[config.mk]
export PLATFORM = sky130hd
export DESIGN_NAME = mc_main_ctrl
export DESIGN_NICKNAME = d
export VERILOG_FILES = /design/src/rtl/mc_main_ctrl.sv
export SDC_FILE = /design/constraint.sdc
export NUM_CORES = 1
export LEC_CHECK = 0
export BUFFER_PORTS_ARGS = -buffer_cell sky130_fd_sc_hd__buf_2
export CAP_MARGIN = 25
export CORE_UTILIZATION = 51
export CTS_CLUSTER_DIAMETER = 50
export DETAILED_ROUTE_END_ITERATION = 16
export HOLD_SLACK_MARGIN = 0.1
export PLACE_DENSITY = 0.89
export REMOVE_ABC_BUFFERS = 1
export SLEW_MARGIN = 10
export SYNTH_ARGS = -nofsm -noshare
export SYNTH_HDL_FRONTEND = slang
export SYNTH_SLANG_ARGS = --single-unit
[constraint.sdc]
create_clock -name clk -period 2.63 [get_ports clk]
set_clock_uncertainty 0.05 [all_clocks]
set_input_delay 0.789 -clock clk [delete_from_list [all_inputs] [get_ports clk]]
set_output_delay 0.789 -clock clk [all_outputs]
set_load 0.005 [all_outputs]
[src/rtl/mc_main_ctrl.sv]
// Multi-cycle main control FSM for a MIPS32 datapath: sequences fetch, decode,
// execute, memory and write-back cycles and drives every datapath control.
module mc_main_ctrl (
    input  logic       clk,
    input  logic       rst,
    input  logic [5:0] op,
    input  logic       mem_ready,
    output logic       PCWrite,
    output logic       PCWriteCond,
    output logic       IorD,
    output logic       MemRead,
    output logic       MemWrite,
    output logic       IRWrite,
    output logic       MemtoReg,
    output logic       RegDst,
    output logic       RegWrite,
    output logic       ALUSrcA,
    output logic [1:0] ALUSrcB,
    output logic [1:0] ALUOp,
    output logic [1:0] PCSource,
    output logic       illegal_op,
    output logic [3:0] state
);

    typedef enum logic [3:0] {
        S_FETCH  = 4'd0,
        S_DECODE = 4'd1,
        S_MEMADR = 4'd2,
        S_MEMRD  = 4'd3,
        S_MEMWB  = 4'd4,
        S_MEMWR  = 4'd5,
        S_EXEC   = 4'd6,
        S_RWB    = 4'd7,
        S_BRANCH = 4'd8,
        S_JUMP   = 4'd9,
        S_ADDIEX = 4'd10,
        S_IWB    = 4'd11
    } state_t;

    localparam logic [5:0] OP_RTYPE = 6'h00;
    localparam logic [5:0] OP_LW    = 6'h23;
    localparam logic [5:0] OP_SW    = 6'h2B;
    localparam logic [5:0] OP_BEQ   = 6'h04;
    localparam logic [5:0] OP_J     = 6'h02;
    localparam logic [5:0] OP_ADDI  = 6'h08;

    state_t     state_q, state_d;
    logic [5:0] op_q, op_d;
    logic       illegal_q, illegal_d;

    always_ff @(posedge clk or posedge rst) begin
        if (rst) begin
            state_q   <= S_FETCH;
            op_q      <= 6'd0;
            illegal_q <= 1'b0;
        end else begin
            state_q   <= state_d;
            op_q      <= op_d;
            illegal_q <= illegal_d;
        end
    end

    // Memory handshake: a request (MemRead/MemWrite) is held with all other
    // controls stable until mem_ready is seen high in the same cycle; that
    // cycle completes the access and the FSM advances on the next edge.
    always_comb begin
        state_d   = state_q;
        op_d      = op_q;
        illegal_d = 1'b0;
        case (state_q)
            S_FETCH: begin
                if (mem_ready) state_d = S_DECODE;
            end
            S_DECODE: begin
                op_d = op;
                case (op)
                    OP_RTYPE: state_d = S_EXEC;
                    OP_LW:    state_d = S_MEMADR;
                    OP_SW:    state_d = S_MEMADR;
                    OP_BEQ:   state_d = S_BRANCH;
                    OP_J:     state_d = S_JUMP;
                    OP_ADDI:  state_d = S_ADDIEX;
                    default: begin
                        state_d   = S_FETCH;
                        illegal_d = 1'b1;
                    end
                endcase
            end
            S_MEMADR: state_d = (op_q == OP_SW) ? S_MEMWR : S_MEMRD;
            S_MEMRD: begin
                if (mem_ready) state_d = S_MEMWB;
            end
            S_MEMWB: state_d = S_FETCH;
            S_MEMWR: begin
                if (mem_ready) state_d = S_FETCH;
            end
            S_EXEC:   state_d = S_RWB;
            S_RWB:    state_d = S_FETCH;
            S_BRANCH: state_d = S_FETCH;
            S_JUMP:   state_d = S_FETCH;
            S_ADDIEX: state_d = S_IWB;
            S_IWB:    state_d = S_FETCH;
            default:  state_d = S_FETCH;
        endcase
    end

    always_comb begin
        PCWrite     = 1'b0;
        PCWriteCond = 1'b0;
        IorD        = 1'b0;
        MemRead     = 1'b0;
        MemWrite    = 1'b0;
        IRWrite     = 1'b0;
        MemtoReg    = 1'b0;
        RegDst      = 1'b0;
        RegWrite    = 1'b0;
        ALUSrcA     = 1'b0;
        ALUSrcB     = 2'b00;
        ALUOp       = 2'b00;
        PCSource    = 2'b00;
        case (state_q)
            S_FETCH: begin
                MemRead = 1'b1;
                ALUSrcB = 2'b01;
                IRWrite = mem_ready;
                PCWrite = mem_ready;
            end
            S_DECODE: ALUSrcB = 2'b11;
            S_MEMADR: begin
                ALUSrcA = 1'b1;
                ALUSrcB = 2'b10;
            end
            S_MEMRD: begin
                MemRead = 1'b1;
                IorD    = 1'b1;
            end
            S_MEMWB: begin
                RegWrite = 1'b1;
                MemtoReg = 1'b1;
            end
            S_MEMWR: begin
                MemWrite = 1'b1;
                IorD     = 1'b1;
            end
            S_EXEC: begin
                ALUSrcA = 1'b1;
                ALUOp   = 2'b10;
            end
            S_RWB: begin
                RegWrite = 1'b1;
                RegDst   = 1'b1;
            end
            S_BRANCH: begin
                ALUSrcA     = 1'b1;
                ALUOp       = 2'b01;
                PCWriteCond = 1'b1;
                PCSource    = 2'b01;
            end
            S_JUMP: begin
                PCWrite  = 1'b1;
                PCSource = 2'b10;
            end
            S_ADDIEX: begin
                ALUSrcA = 1'b1;
                ALUSrcB = 2'b10;
            end
            S_IWB:    RegWrite = 1'b1;
            default: ;
        endcase
    end

    assign illegal_op = illegal_q;
    assign state      = state_q;

endmodule

==> metrics.md <==
| Metric | Value |
|---|---|
| Outcome | `completed` |
| Footprint of the multi-input gates | `487 sq um` |
| DRT iter0 DRCs | `23` |
| Drt drc | `0` |
| Fillers | `134` |
| # diodes | `0` |
| Routed wire length per instance | `13.5 microns` |
| Final-stage net count | `129` |
| Share of total power in the clock network | `11.0%` |
| Post-Route Setup TNS | `0 ns` |
| Clock buffer count from CTS | `3` |
| Gpl congestion | `0.828` |
| Clock-pin slew on the worst setup and hold paths | `0.06 ns` |
| Post-DR vias/cell | `5.99` |
| Detailed placer's ending HPWL | `1360 microns` |
| Clk sinks | `11` |
| RSZ-0062 raised after global routing | `no` |
| Hold Violations, Final | `0` |
| Yosys warning total | `0` |
| CTS tree | `built` |
| Core Area | `1510 sq um` |
| Max-Cap Viols | `0` |
| Total power | `995 uW` |
| Starting Density | `54.7%` |
| Initial antenna violation count | `0` |
| Largest net degree at the start of global routing | `17` |
| Crit path largest cell delay | `0.65 ns` |
| Crit Path Category | `reg -> out` |
| Worst VDD drop | `0.000505 V` |
| Row cnt | `14` |
| Vias in the first global route | `714` |
| Slew margin rel. | `61.8%` |
| H-tree depth | `1` |
| I/O Pins | `30` |
| Crit start category | `register` |
| P per Cell Area | `1010 nW/um^2` |
| Post-Route WL | `1820 microns` |
| Crit path DAT | `1.54 ns` |
| Root Buffer | `clkbuf_4` |
| Slowest-stage cell, CP | `dfrtp_1` |
| Internal power | `593 uW` |
| Synth Instances | `92` |
| Mapped Area | `823 sq um` |
| WP depth | `3` |
| Tot GR Track Use | `22.7%` |
| Share of cells above drive strength 1 | `35.3%` |
| Max Buffers Root-to-Sink | `2` |
| Critical path's top delay family | `flip-flops` |
| Worst EP required | `1.79 ns` |
| Max Clk Rate | `420 MHz` |
| Switch share | `40.3%` |
| Global-route wire length before repair | `3140 microns` |
| # setup viols final | `0` |
| Drt first pass iters | `4` |
| Crit share post-route | `90.4%` |
| Setup Buffers After CTS | `0` |
| Leak Pwr | `0.457 nW` |
| Fin. max-slew vios | `0` |
| Clock Latency Late Sink | `0.26 ns` |
| Cts repair resizes | `0` |
| CP Max Fanout | `16` |
| Netlist cell types | `37` |
| Sequential area share after synthesis | `33.4%` |
| Final Critical Period | `2.38 ns` |
| Min-Delay Path Depth | `1` |
| Die area | `1780 sq um` |
| Worst Max-Slew Pin Slew | `0.571 ns` |
| Seq pwr share | `33.3%` |
| Switching power | `401 uW` |
| Die Ht | `42.2 microns` |
| Hold crit path type | `reg -> reg` |
| Routed Antenna Nets | `0` |
| Die X | `42.2 microns` |
| Vias | `809` |
| Count of input and output buffers | `29` |
| # hold bufs at CTS | `0` |
| Cells along the critical path | `nand2_1 > nor3_1 > buf_2` |
| Grt ovf | `0` |
| Reg2reg path depth | `3` |
| Register area | `275 sq um` |
| P&R area growth vs syn | `19.9%` |
| Comb power frac | `55.7%` |
| Synth Register Bits | `11` |
| Mean Syn Cell Area | `8.95 sq um` |
| Endpoint class of the critical path | `output port` |
| Buf/Inv on CP | `1` |
==> final timing paths <==
check,slack (ns),to,from
min in group asynchronous,0.46,op_q[2],rst
min,0.45,op_q[5],op_q[5]
max reg2reg,0.79,op_q[0],state[2]
min reg2reg,0.45,op_q[5],op_q[5]
max in group asynchronous,1.78,state[1],rst
max,0.25,PCWriteCond,state[3]
==> state kept, by name, summed over array words and instances, names as in the netlist <==
name        cells
illegal_op      1
state           4
op_q            6
==> per-layer routing <==
metal  vias up  track usage [%]  share of wire (%)  wire (microns)
li1        401                -                  -               -
met1       376             28.3                 44             808
met2        29             37.8                 49             895
met3         3             7.76                5.5             100
met4         0             5.63               0.72              13
met5         -                0                  0               0
==> logic make-up (layout without fill, tap and decap cells) <==
group	Yosys count	count (layout)	synth area share, %
and+or+nand+nor	39	39	30.1
AOI/OAI and AO/OA	20	20	16.4
buffers and inverters	12	39	7.45
DFF	11	11	33.4
muxes	6	6	8.21
xor gates and xnor gates	3	3	3.19
adders and majority gates	1	1	1.22
==> stage by stage <==
step	utilization (%)	setup WS [ns]	cells	cell area, sq um	hold WS, ns
after floorplan	-	0.614	83	773	0.422
after global routing	65.5	0.0729	135	987	0.476
after detailed placement	63.8	0.346	131	961	0.447
after global placement	63.8	0.368	131	961	0.433
after CTS	65.5	0.266	135	987	0.462
final	65.5	0.252	135	987	0.455
==> power by group through the flow <==
stage | sequential (mW) | clock [mW] | combinational (mW)
final | 0.331 | 0.109 | 0.554
after global routing | 0.345 | 0.123 | 0.605
after CTS | 0.330 | 0.114 | 0.554
after detailed placement | 0.332 | 0 | 0.553
after global placement | 0.329 | 0 | 0.537
after floorplan | 0.346 | 0 | 0.331
==> synth_stat cells, drive strengths merged <==
cell / number / area share, %
dfrtp: 11 / 33
nor3: 9 / 5.5
buf: 7 / 5.2
nor2: 7 / 3.2
mux2: 6 / 8.2
a21oi: 5 / 3.0
nand2b: 4 / 3.0
o211ai: 4 / 3.6
inv: 3 / 1.4
nor4b: 3 / 5.0
o21ai: 3 / 1.8
and3: 2 / 1.5
clkbuf: 2 / 0.91
nand2: 2 / 0.91
nand4b: 2 / 2.1
nor3b: 2 / 1.8
o22ai: 2 / 1.5
or3: 2 / 1.5
xor2: 2 / 2.1
a22oi: 1 / 0.91
a311o: 1 / 1.2
and4b: 1 / 1.2
maj3: 1 / 1.2
nand3: 1 / 0.61
nand3b: 1 / 0.91
nor2b: 1 / 0.76
nor4: 1 / 0.76
nor4bb: 1 / 1.2
o2111ai: 1 / 1.1
o21a: 1 / 0.91
o311a: 1 / 1.2
o31a: 1 / 1.1
xnor2: 1 / 1.1
==> layout by cell type (no fill, tap or decap), types with 3 or more instances in the layout <==
master     n
buf_4      3
inv_1      3
nor3_1     9
buf_2     29
mux2_2     6
a21oi_1    5
nor2_1     7
o211ai_1   4
nand2b_1   4
o21ai_0    3
dfrtp_1   11
clkbuf_4   3
==> cell type report <==
| type | instances | area share, % |
|---|---|---|
| Sequential cell | 11 | 27.9 |
| Clock buffer | 4 | 2.66 |
| Timing Repair Buffer | 32 | 17.0 |
| Multi-Input combinational cell | 69 | 49.3 |
| Tap cell | 16 | 2.03 |
| Inverter | 3 | 1.14 |
(Power assumes the default switching activity.)
